$ cat src/rtl/hr_rd_capture.sv
// hr_rd_capture: HyperRAM read-capture sequencer assembling RWDS-qualified 16-bit words per burst
module hr_rd_capture #(
  parameter int TIMEOUT_CYC = 64,
  parameter int LEN_BITS    = 6
) (
  input  logic                clk,
  input  logic                reset_n,
  input  logic                rd_start,
  input  logic [LEN_BITS-1:0] rd_len,
  input  logic [7:0]          dq_ris,
  input  logic [7:0]          dq_fal,
  input  logic                rwds_ris,
  input  logic                rwds_fal,
  output logic                busy,
  output logic                cap_en,
  output logic [15:0]         rd_dout,
  output logic                rd_dout_vld,
  output logic                rd_done,
  output logic                rd_timeout
);
  localparam int GW = $clog2(TIMEOUT_CYC + 1);
  localparam logic [GW-1:0] GAP_MAX = GW'(TIMEOUT_CYC);
  typedef enum logic [1:0] {IDLE, WAIT, XFER, DONE} state_t;
  state_t state_q, state_d;
  logic [LEN_BITS-1:0] len_q, len_d, cnt_q, cnt_d, cnt_inc;
  logic [GW-1:0] gap_q, gap_d, gap_inc;
  logic [15:0] dout_q, dout_d;
  logic vld_q, vld_d, done_q, done_d, to_q, to_d, busy_q, busy_d;
  logic strobe, active;
  // Next-state: accept a burst, take one word per strobe, count strobe-less cycles toward abort.
  // Both completion and abort pass through DONE so busy falls one cycle after the pulse.
  always_comb begin
    strobe  = rwds_ris & ~rwds_fal;
    active  = (state_q == WAIT) || (state_q == XFER);
    cnt_inc = cnt_q + LEN_BITS'(1);
    gap_inc = (gap_q == GAP_MAX) ? gap_q : gap_q + GW'(1);
    state_d = state_q;
    len_d   = len_q;
    cnt_d   = cnt_q;
    gap_d   = gap_q;
    dout_d  = dout_q;
    vld_d   = 1'b0;
    done_d  = 1'b0;
    to_d    = 1'b0;
    if (state_q == IDLE) begin
      if (rd_start && rd_len != '0) begin
        state_d = WAIT;
        len_d   = rd_len;
        cnt_d   = '0;
        gap_d   = '0;
      end
    end else if (active && strobe) begin
      dout_d  = {dq_ris, dq_fal};
      vld_d   = 1'b1;
      cnt_d   = cnt_inc;
      gap_d   = '0;
      done_d  = (cnt_inc == len_q);
      state_d = (cnt_inc == len_q) ? DONE : XFER;
    end else if (active) begin
      gap_d   = gap_inc;
      to_d    = (gap_inc == GAP_MAX);
      state_d = (gap_inc == GAP_MAX) ? DONE : state_q;
    end else begin
      state_d = IDLE;
    end
    busy_d = (state_d != IDLE);
  end
  // Register state, counters and every output; reset clears all without emitting pulses.
  always_ff @(posedge clk or negedge reset_n) begin
    if (!reset_n) begin
      state_q <= IDLE;
      len_q   <= '0;
      cnt_q   <= '0;
      gap_q   <= '0;
      dout_q  <= '0;
      vld_q   <= 1'b0;
      done_q  <= 1'b0;
      to_q    <= 1'b0;
      busy_q  <= 1'b0;
    end else begin
      state_q <= state_d;
      len_q   <= len_d;
      cnt_q   <= cnt_d;
      gap_q   <= gap_d;
      dout_q  <= dout_d;
      vld_q   <= vld_d;
      done_q  <= done_d;
      to_q    <= to_d;
      busy_q  <= busy_d;
    end
  end
  assign busy        = busy_q;
  assign cap_en      = busy_q;
  assign rd_dout     = dout_q;
  assign rd_dout_vld = vld_q;
  assign rd_done     = done_q;
  assign rd_timeout  = to_q;
endmodule

$ cat config.mk
export PLATFORM = sky130hd
export DESIGN_NAME = hr_rd_capture
export DESIGN_NICKNAME = d
export VERILOG_FILES = /design/src/rtl/hr_rd_capture.sv
export SDC_FILE = /design/constraint.sdc
export NUM_CORES = 1
export LEC_CHECK = 0
export ABC_AREA = 0
export BUFFER_PORTS_ARGS = -buffer_cell sky130_fd_sc_hd__buf_4
export CORE_MARGIN = 2
export CORE_UTILIZATION = 55
export CTS_BUF_LIST = sky130_fd_sc_hd__clkbuf_8
export CTS_CLUSTER_DIAMETER = 100
export DETAILED_ROUTE_END_ITERATION = 8
export PLACE_DENSITY = 0.82
export RECOVER_POWER = 50
export SYNTH_ARGS = -nofsm -noshare
export SYNTH_HDL_FRONTEND = slang
export SYNTH_SLANG_ARGS = --single-unit
$ cat constraint.sdc
create_clock -name clk -period 3.15 [get_ports clk]
set_input_delay 0.1575 -clock clk [delete_from_list [all_inputs] [get_ports clk]]
set_output_delay 0.1575 -clock clk [all_outputs]
set_load 0.005 [all_outputs]
==> results of run 1 <==
path summary, 6_finish.rpt:
path                             start           to  depth (start not counted)  slack (ps)
setup / recovery              gap_q[0]   state_q[0]                          7         760
hold / removal               dq_fal[1]   rd_dout[1]                          3          60
setup reg to reg              gap_q[0]   state_q[0]                          7         760
hold reg to reg            rd_dout[15]  rd_dout[15]                          2         480
max in group asynchronous      reset_n     gap_q[3]                          2         930
min in group asynchronous      reset_n     gap_q[4]                          2        1010
metal layers:
metal,global-route usage [%],part of all wire [%],vias to the layer above
met5,0,0,-
met4,9.24,1.1,0
met3,7.86,9.3,5
met2,32.4,46,59
met1,31.2,44,695
li1,-,-,750
cells in the final DEF, fill, tap and decap left out, types with 3 or more instances in the layout:
cell       n
buf_4     37
clkbuf_4   9
clkbuf_8   7
dfrtp_1   41
ha_1       4
inv_1      5
mux2_1     6
nand2_1   58
nand2b_1   6
nand3_1    6
nor2_1     8
o21ai_0    8
o21ai_1    4
o22ai_1    3
or4_1      3
xnor2_1    8
xor2_1     7
stage by stage:
step / util, % / cells / total power [mW] / cell area (sq um)
2_1_floorplan: - / 195 / 1.23 / 1930
3_3_place_gp: 68.9 / 282 / 1.51 / 2320
3_5_place_dp: 68.9 / 282 / 1.52 / 2320
4_1_cts: 72.2 / 291 / 1.91 / 2430
5_1_grt: 72.0 / 291 / 2.04 / 2420
6_report: 72.0 / 291 / 1.88 / 2420
registers in the layout (all words and copies together) (netlist names):
name and count:
rd_done 1, busy 1, rd_timeout 1, rd_dout_vld 1, state_q 2, gap_q 7
cnt_q 6, rd_dout 16, len_q 6
kinds of logic (layout without fill, tap and decap cells):
group                      count (synthesis)  after routing  synth area share [%]
and+or+nand+nor                           91             91                  21.5
DFF                                       41             41                  53.2
AOI/OAI and AO/OA                         24             24                  8.50
xor gates and xnor gates                  16             16                  8.04
buffers and inverters                     13             63                  2.72
muxes                                      6              6                  3.50
adders and majority gates                  4              4                  2.59
worst reg2reg max path, delay by kind of cell, from the launching register on:
kind	cells	cell delay [ps]
buffers and inverters	1	90
adder cells (fa/ha/maj)	1	130
AO/OA/AOI/OAI	2	370
AND/OR/NAND/NOR	3	1260
flip-flops	1	460
power groups by stage:
stage / Clock, mW / Sequential [mW] / Combinational (mW)
global placement: 0 / 0.819 / 0.687
detailed placement: 0 / 0.815 / 0.706
finish: 0.368 / 0.811 / 0.697
floorplan: 0 / 0.809 / 0.423
global route: 0.417 / 0.836 / 0.785
CTS: 0.382 / 0.812 / 0.711
final cells by class:
| cell class | count | share of cell area, % |
|---|---|---|
| repair buffers | 49 | 15.0 |
| clock inverters | 1 | 0.207 |
| clock buffers | 7 | 3.98 |
| inverters | 6 | 0.930 |
| well taps | 46 | 2.38 |
| multi-input cells | 141 | 35.1 |
| flip-flops and latches | 41 | 42.4 |
what timing repair did:
item,CTS,global route
hold buffers,1,0
hold endpoints to repair,41,0
endpoints found under the setup margin,0,0
==> impl_metrics.env, run 1 <==
export IMPL_worst_slack_ps=764
export IMPL_drive_gt1_share_pct=24.1
export IMPL_hpwl_um=2660
export IMPL_initial_core_util_pct=57.4
export IMPL_die_y_um=63.2
export IMPL_grt_pass1_wl_um=6940
export IMPL_status="complete, but fails checks"
export IMPL_drtAntennaViolNets=0
export IMPL_slew_headroom_pct=-39.8
export IMPL_regArea_sq_mm=0.00103
export IMPL_crit_path_max_incr_delay_ps=540
export IMPL_clk_pin_slew_ps=80
export IMPL_skew_ps=6.14
export IMPL_p_leak_nw=1.20
export IMPL_setup_viol=0
export IMPL_grt_pass1_vias=1491
export IMPL_die_area_sq_mm=0.00400
export IMPL_yosysWarnings=0
export IMPL_place_ws_ps=816
export IMPL_syn_area_sq_mm=0.00193
export IMPL_path_cells="inv_1 > ha_1 > or4b_4 > or2_4 > o32a_1 > or4_1 > o211ai_2"
export IMPL_first_pass_iters=4
export IMPL_fp_dieW_um=63.2
export IMPL_cp_required_ps=3360
export IMPL_syn_num_nets=226
export IMPL_path_max_fanout=8
export IMPL_antenna_found_initial=0
export IMPL_report_final_slew_viol_count=42
export IMPL_drtIter0Drc=91
export IMPL_critPathSlowestCell="or4_1"
export IMPL_hold_path_class="in2reg"
export IMPL_critical_path_top_delay_family="simple AND/OR/NAND/NOR gates"
export IMPL_cts_max_path_buffers=2
export IMPL_crit_arrival_ps=2600
export IMPL_vias=1509
export IMPL_p_int_mw=1.26
export IMPL_violations="max-capacitance violations, max-slew violations"
export IMPL_io_buffers=47
export IMPL_fillers=262
export IMPL_num_rows=21
export IMPL_synth_edf_count=0
export IMPL_clock_latency_ps=290
export IMPL_gp_congestion=0.825
export IMPL_post_route_period_util_pct=75.8
export IMPL_yosys_area_top_type="dfrtp_1"
export IMPL_max_freq_mhz=419
export IMPL_end_kind="flop"
export IMPL_grtUsageTotal_pct=22.5
export IMPL_n_antenna_cell=0
export IMPL_async_flop_share_pct=100
export IMPL_cts_tree="done"
export IMPL_combPwrFrac_pct=37.2
export IMPL_cts_root_buffer="clkbuf_8"
export IMPL_tightest_slew_ps=2100
export IMPL_rsz0062_at_grt="false"
export IMPL_yosys_cell_types_count=35
export IMPL_post_route_min_period_ps=2390
export IMPL_finalHoldViolations=0
export IMPL_holdWs_ps=55.6
export IMPL_critPathBufInv=1
export IMPL_power_density_mw_per_mm2=775
export IMPL_p_seq_share_pct=43.2
export IMPL_synth_main_ff_cell="dfrtp_1"
export IMPL_drc_errors=0
export IMPL_yosysMostFrequentCell="nand2_1"
export IMPL_yosysTopAreaCellShare_pct=53.2
export IMPL_wire_per_inst_um=12.8
export IMPL_area_growth_pct=25.5
export IMPL_cts_setup_buffers=0
export IMPL_numCtsBuffers=5
export IMPL_nNetsFinal=275
export IMPL_tns_ps=0
export IMPL_core_sq_mm=0.00336
export IMPL_syn_inst=195
export IMPL_sw_frac_of_total_pct=33.1
export IMPL_ioPinCount=48
export IMPL_postSynthAreaPerCell_sq_um=9.89
export IMPL_clock_sinks=41
export IMPL_start_kind="flop"
export IMPL_finalWirelength_um=3720
export IMPL_path_class="reg2reg"
export IMPL_synth_seq_cells=41
export IMPL_multi_input_area_sq_um=851
export IMPL_ctsResizeCount=0
export IMPL_avgViaCountPerCell=5.19
export IMPL_max_vdd_ir_drop_v=0.000460
export IMPL_synthTopCellsByCount="nand2_1 (58), dfrtp_1 (41), nor2_1 (8), o21ai_0 (8), xnor2_1 (8)"
export IMPL_grt_max_degree=42
export IMPL_seq_area_frac_synth_pct=53.2
export IMPL_grt_ovfl_total=0
export IMPL_clkPwrFrac_pct=19.6
export IMPL_maxCapViolCount=1
export IMPL_synth_area_leaders="dfrtp_1 (53%), nand2_1 (11%), xnor2_1 (3.6%)"
export IMPL_h_tree_depth=2
export IMPL_p_switching_mw=0.621
Power figures use the tool's default switching activity.
==> run 2: changes to the inputs <==
Clock period 3.15 ns to 2.4 ns, I/O delays scaled along.
==> run 2 against run 1 <==
Compared with the run above: hold slack got worse by 43 ps; first-iteration DRC count is 65% lower; critical endpoint unchanged; sequential share of layout area shrank 0.92 points; highest routed layer unchanged; flip-flop and latch count stayed put; global-route usage decreased by 0.87 points; critical path depth unchanged; utilization grew 1.6 points; clock power increased by 55%; sequential power rose by 31%; the run now ends clean; non-clock buffer count is 4 higher; register-to-register slack worse by 660 ps; critical path type unchanged; combinational power increased by 38%.
==> impl_metrics.env, run 2 (same netlist as run 1, synthesis figures left out) <==
export IMPL_max_vdd_ir_drop_v=0.000594
export IMPL_io_buffers=47
export IMPL_crit_arrival_ps=2520
export IMPL_cts_root_buffer="clkbuf_8"
export IMPL_worstSetupStartpoint="gap_q[1]"
export IMPL_largest_register_ffs=16
export IMPL_p_leak_nw=1.23
export IMPL_die_y_um=63.2
export IMPL_numCtsBuffers=5
export IMPL_p_switching_mw=0.841
export IMPL_place_ws_ps=131
export IMPL_cp_required_ps=2620
export IMPL_worst_slack_ps=106
export IMPL_clock_latency_ps=290
export IMPL_maxCapViolCount=0
export IMPL_cts_tree="done"
export IMPL_n_antenna_cell=0
export IMPL_r2r_cells=7
export IMPL_sw_frac_of_total_pct=32.5
export IMPL_grt_ovfl_total=0
export IMPL_wire_per_inst_um=13.1
export IMPL_postCtsHoldBufs=1
export IMPL_drtAntennaViolNets=0
export IMPL_grt_pass1_wl_um=6770
export IMPL_worstHoldStart="dq_fal[6]"
export IMPL_nNetsFinal=279
export IMPL_finalWirelength_um=3860
export IMPL_grt_max_degree=42
export IMPL_avgViaCountPerCell=5.23
export IMPL_final_common_cell="nand2_1"
export IMPL_tns_ps=0
export IMPL_skew_ps=4.52
export IMPL_slew_headroom_pct=36.0
export IMPL_end_kind="flop"
export IMPL_h_tree_depth=2
export IMPL_path_class="reg2reg"
export IMPL_vias=1542
export IMPL_crit_path_max_incr_delay_ps=520
export IMPL_first_pass_iters=4
export IMPL_post_route_min_period_ps=2290
export IMPL_start_kind="flop"
export IMPL_setup_viol=0
export IMPL_drc_errors=0
export IMPL_cts_max_path_buffers=2
export IMPL_antenna_found_initial=0
export IMPL_cts_setup_buffers=0
export IMPL_ctsResizeCount=0
export IMPL_ioPinCount=48
export IMPL_mostFrequentLayoutCells="nand2_1 (58), dfrtp_1 (41), buf_4 (41)"
export IMPL_path_max_fanout=5
export IMPL_grt_pass1_vias=1573
export IMPL_p_int_mw=1.75
export IMPL_num_rows=21
export IMPL_worstReg2RegStart="gap_q[1]"
export IMPL_critPathSlowestCell="or4_1"
export IMPL_rsz0062_at_grt="false"
export IMPL_hold_path_class="in2reg"
export IMPL_finalNonFillerCells=295
export IMPL_area_growth_pct=28.3
export IMPL_clk_pin_slew_ps=80
export IMPL_status="complete, no violations"
export IMPL_place_inst=286
export IMPL_gp_congestion=0.887
export IMPL_post_route_period_util_pct=95.6
export IMPL_fillers=268
export IMPL_max_freq_mhz=436
export IMPL_initial_core_util_pct=57.4
export IMPL_report_final_slew_viol_count=0
export IMPL_grtUsageTotal_pct=21.6
export IMPL_core_sq_mm=0.00336
export IMPL_tightest_slew_ps=960
export IMPL_power_density_mw_per_mm2=1050
export IMPL_drive_gt1_share_pct=26.1
export IMPL_path_cells="inv_1 > ha_1 > or4b_4 > or2_4 > o32a_1 > or4_1 > o211ai_2"
export IMPL_die_area_sq_mm=0.00400
export IMPL_clock_sinks=41
export IMPL_clkPwrFrac_pct=22.0
export IMPL_combPwrFrac_pct=37.2
export IMPL_whs_path_depth=3
export IMPL_fp_dieW_um=63.2
export IMPL_finalHoldViolations=0
export IMPL_hpwl_um=2850
export IMPL_drtIter0Drc=32
export IMPL_p_seq_share_pct=40.8
## run 2: cell types whose count changed in the layout (fill, tap and decap cells not counted), sizes merged
cell      previous run  this run
clkinvlp             0         1
bufinv               0         1
clkbuf              18        17
clkinv               1         0
buf                 37        41
## run 2: path summary, 6_finish.rpt
path                                    to  slack [ps]
worst min register to register  rd_dout[6]         480
min in group asynchronous       state_q[1]         510
worst min-delay path            rd_dout[6]          10
max in group asynchronous       rd_dout[3]        1290
worst max register to register  state_q[0]         110
worst max-delay path            state_q[0]         110
## run 2: cell type report
cell class / instances / area (sq um) / area share [%]
clock inverter: 2 / 37.5 / 1.52
inverter: 6 / 22.5 / 0.910
multi-input combinational: 141 / 851 / 34.4
tap: 46 / 57.6 / 2.33
timing repair buffer: 53 / 398 / 16.1
clock buffer: 6 / 82.6 / 3.34
sequential: 41 / 1030 / 41.5
## run 2: layer usage
metal | vias up | share of wire, % | GRT usage, %
li1 | 751 | - | -
met1 | 731 | 46 | 27.6
met2 | 51 | 44 | 34.0
met3 | 9 | 7.2 | 6.07
met4 | 0 | 2.3 | 10.9
met5 | - | 0 | 0
## run 2: power groups by stage
stage	Combinational (mW)	Sequential (mW)	Clock [mW]
3_3_place_gp	0.942	1.06	0
6_report	0.963	1.06	0.571
4_1_cts	0.975	1.06	0.589
5_1_grt	1.08	1.09	0.617
3_5_place_dp	0.971	1.07	0
2_1_floorplan	0.555	1.06	0
## run 2: metrics by stage
stage	hold WS [ps]	util, %	power [mW]	cell area [sq um]
3_3_place_gp	132	69.8	2.01	2350
2_1_floorplan	-176	-	1.62	1930
3_5_place_dp	126	69.8	2.04	2350
5_1_grt	21.9	73.6	2.78	2470
6_report	12.7	73.6	2.59	2470
4_1_cts	6.11	73.7	2.62	2480
## run 2: worst max-delay path: cells and delay by family (launching register included)
kind	cells	cell delay, ps
and+or+nand+nor	3	1240
DFF	1	430
AOI/OAI and AO/OA	2	350
adders and majority gates	1	120
buffers and inverters	1	70
==> run 3: changes to the inputs <==
Settings changed: CORE_UTILIZATION 55 to 49, PLACE_DENSITY 0.82 to 0.81.
Clock period 2.4 ns to 2 ns, I/O delays scaled along.
==> run 3 against run 2 <==
Compared with the run above: the flow now finishes with violations (negative setup slack); largest cell class unchanged; clock power grew 18%; clock skew grew 4.1 ps; count of clock-buffer cells in the layout is the same; utilization shrank 1.7 points; die area grew 11%.
==> impl_metrics.env, run 3 (same netlist as run 1, synthesis figures left out) <==
export IMPL_largest_register_ffs=16
export IMPL_fillers=294
export IMPL_wire_per_inst_um=13.3
export IMPL_max_freq_mhz=455
export IMPL_worstReg2RegStart="gap_q[0]"
export IMPL_hpwl_um=3090
export IMPL_crit_arrival_ps=2410
export IMPL_gp_congestion=0.831
export IMPL_holdWs_ps=5.09
export IMPL_critical_path_top_delay_family="simple AND/OR/NAND/NOR gates"
export IMPL_postLayoutCellArea_sq_mm=0.00267
export IMPL_max_vdd_ir_drop_v=0.000681
export IMPL_tightest_slew_ps=960
export IMPL_finish_utilization_pct=71.9
export IMPL_nNetsFinal=301
export IMPL_p_seq_share_pct=38.3
export IMPL_combPwrFrac_pct=41.1
export IMPL_h_tree_depth=2
export IMPL_ioPinCount=48
export IMPL_first_pass_iters=4
export IMPL_cp_required_ps=2220
export IMPL_p_switching_mw=1.06
export IMPL_drive_gt1_share_pct=30.3
export IMPL_end_kind="flop"
export IMPL_drtAntennaViolNets=0
export IMPL_hold_path_class="in2reg"
export IMPL_clk_pin_slew_ps=80
export IMPL_antenna_found_initial=0
export IMPL_path_class="reg2reg"
export IMPL_skew_ps=8.64
export IMPL_violations="negative setup slack"
export IMPL_power_density_mw_per_mm2=1230
export IMPL_post_route_min_period_ps=2200
export IMPL_r2r_end="state_q[0]"
export IMPL_avgViaCountPerCell=5.21
export IMPL_finalWirelength_um=4250
export IMPL_grt_ovfl_total=0
export IMPL_mostFrequentLayoutCells="nand2_1 (58), buf_4 (58), dfrtp_1 (41)"
export IMPL_rrSetupSlack_ps=-200
export IMPL_path_max_fanout=3
export IMPL_r2r_cells=7
export IMPL_drc_errors=0
export IMPL_finalHoldViolations=0
export IMPL_p_leak_nw=1.34
export IMPL_post_route_period_util_pct=110
export IMPL_clkPwrFrac_pct=20.6
export IMPL_die_area_sq_mm=0.00446
export IMPL_worstSetupStartpoint="gap_q[0]"
export IMPL_cp_depth=7
export IMPL_path_cells="inv_1 > ha_1 > or4b_4 > or2_4 > o32a_1 > or4_4 > o211ai_2"
export IMPL_area_growth_pct=38.4
export IMPL_cts_max_path_buffers=2
export IMPL_cts_tree="done"
export IMPL_clock_latency_ps=290
export IMPL_p_int_mw=2.22
export IMPL_initial_core_util_pct=51.9
export IMPL_n_antenna_cell=0
export IMPL_critPathBufInv=1
export IMPL_critPathSlowestCell="or4_4"
export IMPL_total_power_mw=3.28
export IMPL_vias=1661
export IMPL_start_kind="flop"
export IMPL_rsz0062_at_grt="true"
export IMPL_status="complete, but fails checks"
export IMPL_cp_endpoint="state_q[0]"
export IMPL_grt_max_degree=42
export IMPL_placed_cell_area_sq_mm=0.00245
export IMPL_grt_pass1_vias=1613
export IMPL_numCtsBuffers=5
export IMPL_io_buffers=47
export IMPL_report_final_slew_viol_count=0
export IMPL_cts_root_buffer="clkbuf_8"
export IMPL_drtIter0Drc=99
export IMPL_worst_slack_ps=-197
export IMPL_sw_frac_of_total_pct=32.3
export IMPL_maxCapViolCount=0
export IMPL_fp_dieW_um=66.8
export IMPL_clock_sinks=41
export IMPL_grtUsageTotal_pct=21.9
export IMPL_core_sq_mm=0.00372
export IMPL_place_ws_ps=-198
export IMPL_num_rows=22
export IMPL_crit_path_max_incr_delay_ps=530
export IMPL_die_y_um=66.8
export IMPL_slew_headroom_pct=36.0
export IMPL_setup_viol=3
export IMPL_grt_pass1_wl_um=7310
run 3: power groups by stage:
stage / sequential [mW] / clock [mW] / combinational [mW]
3_5_place_dp: 1.27 / 0 / 1.31
2_1_floorplan: 1.27 / 0 / 0.666
5_1_grt: 1.29 / 0.733 / 1.49
4_1_cts: 1.26 / 0.685 / 1.34
6_report: 1.26 / 0.675 / 1.35
3_3_place_gp: 1.27 / 0 / 1.26
run 3: tightest hold or removal path, delay by kind of cell:
family	cells	cell delay [ps]
buf+inv	1	80
simple gates	2	90
run 3: repair_timing:
item,CTS,global route
buffers inserted,1,1
pin swaps,2,0
hold endpoints to repair,46,2
endpoints found under the setup margin,3,3
gates resized for setup,1,2
hold buffers,6,2
run 3: worst min-delay path by stage:
stage | cells past startpoint | from | endpoint | slack, ps
after floorplan | 0 | reset_n | busy | -200
final | 3 | dq_ris[3] | rd_dout[11] | 5
after global routing | 3 | dq_ris[1] | rd_dout[9] | 4
after global placement | 1 | reset_n | len_q[5] | 100
after detailed placement | 1 | reset_n | len_q[5] | 100
after CTS | 3 | dq_fal[6] | rd_dout[6] | 0.2
run 3: cell type report:
| type | instances | area (sq um) | share of cell area (%) |
|---|---|---|---|
| inverter | 6 | 22.5 | 0.843 |
| clock inverter | 2 | 33.8 | 1.27 |
| multi-input combinational | 141 | 865 | 32.4 |
| tap | 48 | 60.1 | 2.25 |
| timing repair buffer | 75 | 581 | 21.7 |
| sequential | 41 | 1030 | 38.4 |
| clock buffer | 6 | 82.6 | 3.09 |
run 3: per-stage QoR:
step | setup TNS [ps] | instances
floorplan | -590 | 195
global placement | -443 | 301
detailed placement | -513 | 301
CTS | -375 | 316
global route | -661 | 319
finish | -411 | 319
run 3: layer usage:
| layer | routed length (um) | global-route usage (%) | share of wire, % |
|---|---|---|---|
| met5 | 0 | 0 | 0 |
| met4 | 91 | 8.67 | 2.1 |
| met3 | 237 | 4.90 | 5.6 |
| met2 | 2100 | 36.0 | 49 |
| met1 | 1830 | 28.1 | 43 |
